===== src/rtl/btn_load_conditioner_if.sv =====
// rtl/btn_load_conditioner_if.sv - button conditioner signal bundle
// Ports (slave view, used by btn_load_conditioner):
//   btn_in      in   N_BTN  raw asynchronous button levels, 1 = pressed
//   btn_level   out  N_BTN  debounced level per channel
//   load_pulse  out  N_BTN  one-cycle strobe per accepted press
//   busy        out  1      some channel has a level change pending
interface btn_load_conditioner_if #(
    parameter int N_BTN = 3
);
    logic [N_BTN-1:0] btn_in;
    logic [N_BTN-1:0] btn_level;
    logic [N_BTN-1:0] load_pulse;
    logic             busy;

    modport master (
        output btn_in,
        input  btn_level,
        input  load_pulse,
        input  busy
    );

    modport slave (
        input  btn_in,
        output btn_level,
        output load_pulse,
        output busy
    );
endinterface


===== src/rtl/btn_load_conditioner.sv =====
// rtl/btn_load_conditioner.sv - synchronize, debounce and strobe the ALU load buttons
// Ports:
//   clk    in   system clock
//   reset  in   asynchronous active-low reset
//   bus    slave modport of btn_load_conditioner_if
//          (btn_in -> btn_level, load_pulse, busy)
// Channel bit order is {opcode, y, x}; channels are fully independent.
module btn_load_conditioner #(
    parameter int N_BTN           = 3,
    parameter int DEBOUNCE_CYCLES = 1000000,
    parameter int CNT_W           = 20
) (
    input  logic                   clk,
    input  logic                   reset,
    btn_load_conditioner_if.slave  bus
);
    typedef enum logic [1:0] {
        IDLE         = 2'd0,
        PRESS_WAIT   = 2'd1,
        HELD         = 2'd2,
        RELEASE_WAIT = 2'd3
    } state_t;

    localparam logic [CNT_W-1:0] CNT_LAST = CNT_W'(DEBOUNCE_CYCLES - 1);

    logic [N_BTN-1:0] sync1;
    logic [N_BTN-1:0] sync2;
    logic [N_BTN-1:0] level_v;
    logic [N_BTN-1:0] pulse_v;
    logic [N_BTN-1:0] pending_nxt;
    logic             busy_q;

    // Two-flop synchronizer; only sync2 is allowed to reach the FSMs.
    always_ff @(posedge clk or negedge reset) begin
        if (!reset) begin
            sync1 <= '0;
            sync2 <= '0;
        end else begin
            sync1 <= bus.btn_in;
            sync2 <= sync1;
        end
    end

    for (genvar i = 0; i < N_BTN; i++) begin : g_ch
        state_t           state, state_nxt;
        logic [CNT_W-1:0] cnt, cnt_nxt;
        logic             level, level_nxt;
        logic             pulse, pulse_nxt;

        always_ff @(posedge clk or negedge reset) begin
            if (!reset) begin
                state <= IDLE;
                cnt   <= '0;
                level <= 1'b0;
                pulse <= 1'b0;
            end else begin
                state <= state_nxt;
                cnt   <= cnt_nxt;
                level <= level_nxt;
                pulse <= pulse_nxt;
            end
        end

        // The counter clears on every state change, so it never exceeds
        // CNT_LAST and cannot wrap.
        always_comb begin
            state_nxt = state;
            cnt_nxt   = cnt;
            level_nxt = level;
            pulse_nxt = 1'b0;
            case (state)
                IDLE: begin
                    level_nxt = 1'b0;
                    cnt_nxt   = '0;
                    if (sync2[i]) begin
                        state_nxt = PRESS_WAIT;
                        cnt_nxt   = CNT_W'(1);
                    end
                end
                PRESS_WAIT: begin
                    if (!sync2[i]) begin
                        state_nxt = IDLE;
                        cnt_nxt   = '0;
                    end else if (cnt == CNT_LAST) begin
                        state_nxt = HELD;
                        cnt_nxt   = '0;
                        level_nxt = 1'b1;
                        pulse_nxt = 1'b1;
                    end else begin
                        cnt_nxt = cnt + CNT_W'(1);
                    end
                end
                HELD: begin
                    level_nxt = 1'b1;
                    cnt_nxt   = '0;
                    if (!sync2[i]) begin
                        state_nxt = RELEASE_WAIT;
                        cnt_nxt   = CNT_W'(1);
                    end
                end
                RELEASE_WAIT: begin
                    if (sync2[i]) begin
                        state_nxt = HELD;
                        cnt_nxt   = '0;
                    end else if (cnt == CNT_LAST) begin
                        state_nxt = IDLE;
                        cnt_nxt   = '0;
                        level_nxt = 1'b0;
                    end else begin
                        cnt_nxt = cnt + CNT_W'(1);
                    end
                end
                default: begin
                    state_nxt = IDLE;
                    cnt_nxt   = '0;
                    level_nxt = 1'b0;
                end
            endcase
        end

        assign level_v[i]     = level;
        assign pulse_v[i]     = pulse;
        assign pending_nxt[i] = (state_nxt == PRESS_WAIT) || (state_nxt == RELEASE_WAIT);
    end

    // busy is registered from the next-state decode so it tracks the
    // waiting states exactly, edge for edge.
    always_ff @(posedge clk or negedge reset) begin
        if (!reset) begin
            busy_q <= 1'b0;
        end else begin
            busy_q <= |pending_nxt;
        end
    end

    assign bus.btn_level  = level_v;
    assign bus.load_pulse = pulse_v;
    assign bus.busy       = busy_q;
endmodule


===== src/flat_wrapper.sv =====
// flat-port wrapper written by rule: the top's interface ports become plain ports
module btn_load_conditioner_flat 
#(
    parameter int N_BTN           = 3,
    parameter int DEBOUNCE_CYCLES = 1000000,
    parameter int CNT_W           = 20
)
  (clk, reset, bus_btn_in, bus_btn_level, bus_load_pulse, bus_busy);
  btn_load_conditioner_if #(.N_BTN(N_BTN)) bus_i ();
  input  logic clk;
  input  logic reset;
  input wire logic [$bits(bus_i.btn_in)-1:0] bus_btn_in;
  output wire logic [$bits(bus_i.btn_level)-1:0] bus_btn_level;
  output wire logic [$bits(bus_i.load_pulse)-1:0] bus_load_pulse;
  output wire logic [$bits(bus_i.busy)-1:0] bus_busy;
  assign bus_i.btn_in = bus_btn_in;
  assign bus_btn_level = bus_i.btn_level;
  assign bus_load_pulse = bus_i.load_pulse;
  assign bus_busy = bus_i.busy;
  btn_load_conditioner #(.N_BTN(N_BTN), .DEBOUNCE_CYCLES(DEBOUNCE_CYCLES), .CNT_W(CNT_W)) u_core (.clk(clk), .reset(reset), .bus(bus_i));
endmodule

===== config.mk =====
export PLATFORM = sky130hd
export DESIGN_NAME = btn_load_conditioner_flat
export DESIGN_NICKNAME = d
export VERILOG_FILES = /design/src/rtl/btn_load_conditioner_if.sv /design/src/rtl/btn_load_conditioner.sv /design/src/flat_wrapper.sv
export SDC_FILE = /design/constraint.sdc
export NUM_CORES = 1
export LEC_CHECK = 0
export ABC_CLOCK_PERIOD_IN_PS = 3400
export CORE_ASPECT_RATIO = 1.1
export CORE_MARGIN = 5
export CORE_UTILIZATION = 50
export DETAILED_ROUTE_END_ITERATION = 6
export PLACE_DENSITY = 0.74
export SLEW_MARGIN = 20
export SYNTH_ARGS = -nofsm -noshare
export SYNTH_HDL_FRONTEND = slang
export SYNTH_SLANG_ARGS = --single-unit

===== constraint.sdc =====
create_clock -name clk -period 3.4 [get_ports clk]
set_input_delay 0.68 -clock clk [delete_from_list [all_inputs] [get_ports clk]]
set_output_delay 0.68 -clock clk [all_outputs]
set_load 0.02 [all_outputs]

# After elaboration in Yosys (flattened, before gate mapping)
# Cells that the tools add are included.
# totals
regBits	79
word_cells	121
# op_classes
addsub	3
eq_ne	30
n_mux	63
n_reduce_logical	10
# ops
cell	n
20-bit one-hot mux with 4 select lines	3
20-bit 2-to-1 mux	9
20-bit by 1-bit adder with 20-bit output, second input constant	3
20-bit == test, second input constant	3
2-bit 2-to-1 mux	18
1-bit 2-to-1 mux	27
2-bit one-hot mux with 4 select lines	3
2-bit == test, second input constant	9
2-bit by 1-bit inequality test with 1-bit output, second input constant	9
2-bit by 1-bit == test with 1-bit output, second input constant	6
1-bit one-hot mux with 4 select lines	3
4-bit AND reduction	3
2-bit zero test	3
2-bit inequality test, second input constant	3
1-bit logical OR	3
3-bit OR reduction	1

# Depth between registers and ports, before layout
# Gate-level depths: netlist of the first run.
# logic_depth
depth_word	7
depth_mapped	8
depth_no_buf	7

# Worst setup path before layout of the first run
# OpenSTA, ideal clock, no wires.
# synth_path
path_type	register -> register
from	register u_core.g_ch[1].cnt[0]
to	register u_core.busy_q (netlist: u_core.bus.busy)
setup_time_ns	0.131
t_arrival_ns	1.738
setup_slack_ns	1.531
path_stages_with_launch	7
path_buffers	0
period_less_slack_ns	1.869
path_cell_list	dfrtp_1 ha_1 nand3_4 nor4_4 nand2_2 o31a_1 or3_1
# synth_between
elab_chain_cells	7
word_cells_on_any_way	10
classes_between	eq/ne (3); mux (5); reduce/logical (2)
# synth_lines
element	line_no	source
from (decl)	btn_load_conditioner.sv:46	logic [CNT_W-1:0] cnt, cnt_nxt;
from (signal assigned)	btn_load_conditioner.sv:58	cnt <= cnt_nxt;
20-bit == test (*)	btn_load_conditioner.sv:84, btn_load_conditioner.sv:105	
2-bit 2-to-1 mux, on equally long branches	btn_load_conditioner.sv:105, btn_load_conditioner.sv:84	
2-bit 2-to-1 mux, on equally long branches	btn_load_conditioner.sv:102, btn_load_conditioner.sv:81	
2-bit one-hot mux with 4 select lines (*)	btn_load_conditioner.sv:71	case (state)
named net u_core.g_ch[1].state_nxt[0]	btn_load_conditioner.sv:45	state_t state, state_nxt;
2-bit by 1-bit == test with 1-bit output / 2-bit == test (equally long branches)	btn_load_conditioner.sv:123	assign pending_nxt[i] = (state_nxt == PRESS_WAIT) || (state_nxt == RELEASE_WAIT);
1-bit logical OR (*)	btn_load_conditioner.sv:123	
3-bit OR reduction (*)	btn_load_conditioner.sv:132	busy_q <= |pending_nxt;
to (signal assigned)	btn_load_conditioner.sv:132	
to (decl)	btn_load_conditioner.sv:31	logic busy_q;
# The timed path passes the listed nets; every way through them passes the cells marked *.
# A chain may end at the register's enable or synchronous reset.

# Worst setup path after layout of the first run
# layout_path
from	register u_core.g_ch[0].cnt[0]
to	register u_core.g_ch[0].cnt[0]
# layout_between
elab_chain_cells	4
word_cells_on_any_way	6
classes_between	add/sub (1); eq/ne (1); mux (4)
# layout_lines
element	line_no
from (decl)	btn_load_conditioner.sv:46
from (signal assigned)	btn_load_conditioner.sv:58
20-bit by 1-bit adder with 20-bit output / 20-bit == test (equally long branches)	n/a
20-bit 2-to-1 mux (*)	btn_load_conditioner.sv:84, btn_load_conditioner.sv:105
20-bit 2-to-1 mux, on equally long branches	btn_load_conditioner.sv:102, btn_load_conditioner.sv:81
20-bit one-hot mux with 4 select lines (*)	btn_load_conditioner.sv:71
named net u_core.g_ch[0].cnt_nxt[0]	btn_load_conditioner.sv:46
# Marks and branches as above.

==> out/metrics.yaml, run 1 <==
final_layout:
  area_delta_synth_final_pct: 10.4
  drive_gt1_share_pct: 6.53
  final_nets: 444
  n_fill_cell: 686
  seq_area_um2: 1980
  n_antenna_cell: 0
  instances_no_fill: 537
  multiInputGateArea_um2: 1990
yosys:
  ys_top_cells_by_area: "dfrtp_1, nor2_1, xor2_1"
  synthCells: 417
  syn_avg_cell_area_um2: 9.85
  synth_top_family_by_area: "simple AND/OR/NAND/NOR gates"
  synthMuxAreaShare_pct: 1.58
  synthSimpleGateAreaFrac_pct: 24.6
  synthDistinctLibCells: 47
  yosysTopAreaCell: "dfrtp_1"
  synth_fa_ha_area_share_pct: 4.57
  synthesis.nets: 437
  synthXorXnorAreaFrac_pct: 11.3
  ys_seq_area_share_pct: 48.1
  yosys_warnings: 0
  synthArstFlopShare_pct: 100
  ys.flop_type: "dfrtp_1"
  synth-compound-area-share_pct: 6.25
  synth_top_area_share_pct: 48.1
  syn_area_um2: 4110
  ys_ff_latch: 79
  synth_edf_count: 0
critical_path:
  startpoint_type: "flop"
  r2r-start: "u_core.g_ch[0].cnt[0]"
  arrival_ps: 2430
  end_kind: "flop"
  startpoint: "u_core.g_ch[0].cnt[0]"
  cp_max_fo: 20
  required_ps: 3580
  regToRegSetupSlack_ps: 1160
  reg2regPathDepth: 6
  worst-setup-path-type: "reg2reg"
worst_hold_path:
  hold_class: "in2async"
detailed_routing:
  dr.pass1.iters: 4
  drt.antenna.violating_nets: 0
  num_vias: 2880
  wl_per_cell_um: 13.5
  initialDrtViolationCount: 115
  routed_wl_um: 7240
  vias_per_cell: 5.36
  drc: 0
timing:
  fin_crit_sh_pct: 66.0
  finalSetupViolations: 0
  worstMarginPinSlew_ps: 703
  drv_slew: 0
  tns_ps: 0
  skew_ps: 8.62
  fin_ws_ps: 1160
  rsz0062_at_grt: "no"
  fin_crit_ps: 2240
  slew_headroom_pct: 52.5
  clock.fmax_mhz: 446
  hold_viol_final: 0
global_route:
  grt_pass1_wl_um: 13000
  grt_max_degree: 80
  antenna_found_initial: 0
  grt.overflow.total: 0
  gr-usage-all-layers_pct: 15.8
  grt_pass1_vias: 2899
floorplanning:
  io_pins: 12
  start_util_pct: 51.6
  num_rows: 34
  coreArea_um2: 7960
  die_w_um: 96.4
  fp.dieH_um: 105
  fp.dieArea_um2: 10100
clock_tree:
  cts_tree: "built"
  clock_sinks: 79
  postCtsSetupRepairBufs: 0
  clk_pin_slew_ps: 80
  cts_resized: 0
  hold_buffers: 0
  worst_skew_pair.late_latency_ps: 350
  cts_buffers: 9
  cts_htree_levels: 3
  clockRootBuffer: "clkbuf_8"
  clockBufferDepth: 2
power_and_ir_drop:
  p_per_area_nw_per_um2: 581
  p_total_mw: 2.64
  internal_power_mw: 1.81
  max-vdd-ir-drop_v: 0.000339
  seqPwrFrac_pct: 42.3
  share_comb_of_total_power_pct: 25.5
  p_sw_share_pct: 31.3
  p_clk_share_pct: 32.2
  p_switching_mw: 0.824
  p_leak_nw: 1.85
placed_design:
  portBuffers: 11
  routabilityCongestion: 0.840
  hpwl_um: 4920
  place_ws_ps: 1160
  dp_cells: 520
flow_run:
  cap_violations: 0
run_status:
  status: "completed"
==> cells by family (layout without fill, tap and decap cells) <==
| logic type | Yosys count | after routing |
|---|---|---|
| flip-flops | 79 | 79 |
| AND/OR/NAND/NOR | 192 | 192 |
| adder cells (fa/ha/maj) | 15 | 15 |
| XOR/XNOR | 53 | 53 |
| AO/OA/AOI/OAI | 41 | 41 |
| buffers and inverters | 31 | 43 |
| multiplexers | 6 | 6 |
==> cell usage in the layout, fill, tap and decap left out, drive strengths merged, types with 12 or more instances in the layout <==
cell type	n
dfrtp	79
ha	15
inv	16
nand2	29
nand3	20
nand4	14
nor2	76
o21ai	12
xnor2	23
xor2	30
==> worst paths after layout <==
path	to
max reg2reg	u_core.g_ch[0].cnt[0]
max in group asynchronous	u_core.g_ch[0].cnt[3]
max	u_core.g_ch[0].cnt[0]
min	u_core.sync2[1]
min in group clk	u_core.sync2[1]
min reg2reg	u_core.sync2[1]
==> registers in the layout (all words and copies together), names as in the netlist <==
signal / count
u_core.g_ch.cnt: 60
u_core.g_ch.state: 6
u_core.g_ch.level: 3
u_core.g_ch.pulse: 3
u_core.sync1: 3
u_core.sync2: 3
u_core.bus.busy: 1
==> synthesized netlist by cell type (4+ instances only) <==
master     n
dfrtp_1   79
nor2_1    76
xor2_1    30
nand2_1   28
xnor2_1   23
nand3_1   19
ha_1      15
inv_1     15
nand4_1   13
o21ai_0   11
a21oi_1    8
a31oi_1    7
and4_1     7
nor3_1     7
and3_1     6
buf_4      6
clkbuf_1   5
nand3b_1   5
buf_2      4
mux2_2     4
nor4_1     4
nor4b_1    4
==> routing by layer <==
metal	global-route usage, %	wire length [um]	vias to the layer above	share of wire, %
li1	-	-	1441	-
met1	20.3	3390	1395	47
met2	26.4	3530	34	49
met3	3.45	202	10	2.8
met4	5.11	119	0	1.6
met5	0	0	-	0
==> critical path, cell delays in order, from the launching register on <==
cell and delay, ps:
dfrtp_1 400, ha_1 210, nand3_1 200, nor4_2 400, nand2_1 110, nand3b_1 520
o221ai_1 230
==> through the flow <==
stage / hold slack, ps / util (%) / cell area (um2)
floorplan: 331 / - / 4110
global route: 210 / 57.0 / 4530
detailed placement: 335 / 53.6 / 4260
finish: 202 / 57.0 / 4530
CTS: 352 / 56.7 / 4510
global placement: 332 / 53.6 / 4260
==> power by group through the flow <==
stage               Sequential (mW)  Clock [mW]  Combinational (mW)
CTS                            1.11       0.866               0.675
detailed placement             1.13           0               0.671
finish                         1.11       0.849               0.673
global placement               1.13           0               0.644
global route                   1.13       0.907               0.750
floorplan                      1.11           0               0.530
==> area by class of cell <==
cell class | instances | area share [%]
Clock buffer | 11 | 3.12
Clock inverter | 5 | 2.29
Inverter | 15 | 1.24
Multi-Input combinational cell | 307 | 43.8
Sequential cell | 79 | 43.6
Tap cell | 108 | 2.98
Timing Repair Buffer | 12 | 2.98
(Power assumes the default switching activity.)
==> run 2: changes to the inputs <==
ABC_CLOCK_PERIOD_IN_PS = 2150   (was 3400)
clock period = 2.15 ns   (was 3.4 ns; I/O delays follow)
==> out/metrics.yaml, run 2 (synthesis results as in run 1) <==
timing:
  fin_crit_ps: 1970
  slew_headroom_pct: 63.0
  clock.fmax_mhz: 509
  hold_ws_ps: 39.6
  fin_crit_sh_pct: 91.4
  hold_viol_final: 0
  finalSetupViolations: 0
  drv_slew: 0
  skew_ps: 13.4
  fin_ws_ps: 185
  worstMarginPinSlew_ps: 550
  tns_ps: 0
  rsz0062_at_grt: "no"
clock_tree:
  clockRootBuffer: "clkbuf_8"
  clk_pin_slew_ps: 90
  cts_buffers: 9
  clock_sinks: 79
  clockBufferDepth: 2
  postCtsSetupRepairBufs: 0
  cts_htree_levels: 3
  cts_tree: "built"
  worst_skew_pair.late_latency_ps: 360
placed_design:
  dp_cells: 527
  routabilityCongestion: 0.873
  portBuffers: 11
  hpwl_um: 5240
  place_ws_ps: 117
  place_area_um2: 4330
floorplanning:
  coreArea_um2: 7960
  io_pins: 12
  num_rows: 34
  start_util_pct: 51.6
  die_w_um: 96.4
  fp.dieArea_um2: 10100
  fp.dieH_um: 105
final_layout:
  design_area_um2: 4560
  final_cell_mix: "dfrtp_1, nor2_1, xor2_1"
  instances_no_fill: 543
  top_regs: "u_core.g_ch.cnt (60), u_core.g_ch.state (6)"
  final_nets: 450
  largest_reg_flops: 60
  utilization_pct: 57.3
  drive_gt1_share_pct: 7.82
  n_antenna_cell: 0
  area_delta_synth_final_pct: 11.0
  top_register: "u_core.g_ch.cnt"
  final_common_cell: "dfrtp_1"
power_and_ir_drop:
  p_leak_nw: 1.87
  p_total_mw: 4.08
  p_per_area_nw_per_um2: 896
  max-vdd-ir-drop_v: 0.000388
detailed_routing:
  drc: 0
  drt.antenna.violating_nets: 0
  initialDrtViolationCount: 179
  wl_per_cell_um: 13.8
  dr.pass1.iters: 4
  routed_wl_um: 7470
  num_vias: 2899
  vias_per_cell: 5.34
critical_path:
  arrival_ps: 2210
  r2r_end: "u_core.g_ch[0].cnt[16]"
  reg2regPathDepth: 6
  r2r-start: "u_core.g_ch[0].cnt[0]"
  cp_max_fo: 5
  end_kind: "flop"
  startpoint_type: "flop"
  regToRegSetupSlack_ps: 180
  worst-setup-path-type: "reg2reg"
  required_ps: 2400
worst_hold_path:
  hold_class: "in2async"
flow_run:
  cap_violations: 0
global_route:
  grt_pass1_wl_um: 13400
  grt_max_degree: 41
  antenna_found_initial: 0
  gr-usage-all-layers_pct: 16.6
  grt.overflow.total: 0
  grt_pass1_vias: 2963
run_status:
  status: "completed"
-- run 2: how the worst max path moves through the flow --
stage / start / end / slack [ps] / depth (start not counted)
5_1_grt: u_core.g_ch[1].cnt[0] / u_core.bus.busy / 30 / 6
6_report: u_core.g_ch[0].cnt[0] / u_core.g_ch[0].cnt[16] / 180 / 6
2_1_floorplan: u_core.g_ch[1].cnt[0] / u_core.bus.busy / 280 / 6
3_3_place_gp: u_core.g_ch[0].cnt[0] / u_core.bus.busy / 210 / 6
4_1_cts: u_core.g_ch[0].cnt[0] / u_core.bus.busy / 120 / 6
3_5_place_dp: u_core.g_ch[0].cnt[0] / u_core.bus.busy / 120 / 6
-- run 2: critical path: stages, from the launching register on --
cell     delay, ps
dfrtp_1        400
ha_1           210
nand3_1        230
or4_1          660
nor2b_1        180
xnor2_1        130
nor2_1          50
-- run 2: area by class of cell --
cell class | instances | area, um2
clock buffer | 11 | 141
timing repair buffer | 18 | 173
inverter | 15 | 56.3
tap | 108 | 135
multi-input combinational | 307 | 1990
clock inverter | 5 | 81.3
fill | 714 | 3400
sequential | 79 | 1980
-- run 2: power by group --
group	switching, mW	total, mW	leakage [nW]	internal, mW
clock	0.543	1.23	0.110	0.686
sequential	0.137	1.76	1.07	1.62
combinational	0.627	1.10	0.698	0.469
-- run 2: repair_timing --
item | 4_1_cts | 5_1_grt
resized for setup | 0 | 1
endpoints found under the setup margin | 0 | 2
hold buffers | 0 | 0
-- run 2: layer usage --
| layer | part of all wire (%) | up-vias | track usage [%] |
|---|---|---|---|
| met5 | 0 | - | 0 |
| met4 | 2.2 | 0 | 8.42 |
| met3 | 2.0 | 10 | 2.88 |
| met2 | 50 | 29 | 26.7 |
| met1 | 46 | 1407 | 21.3 |
| li1 | - | 1453 | - |
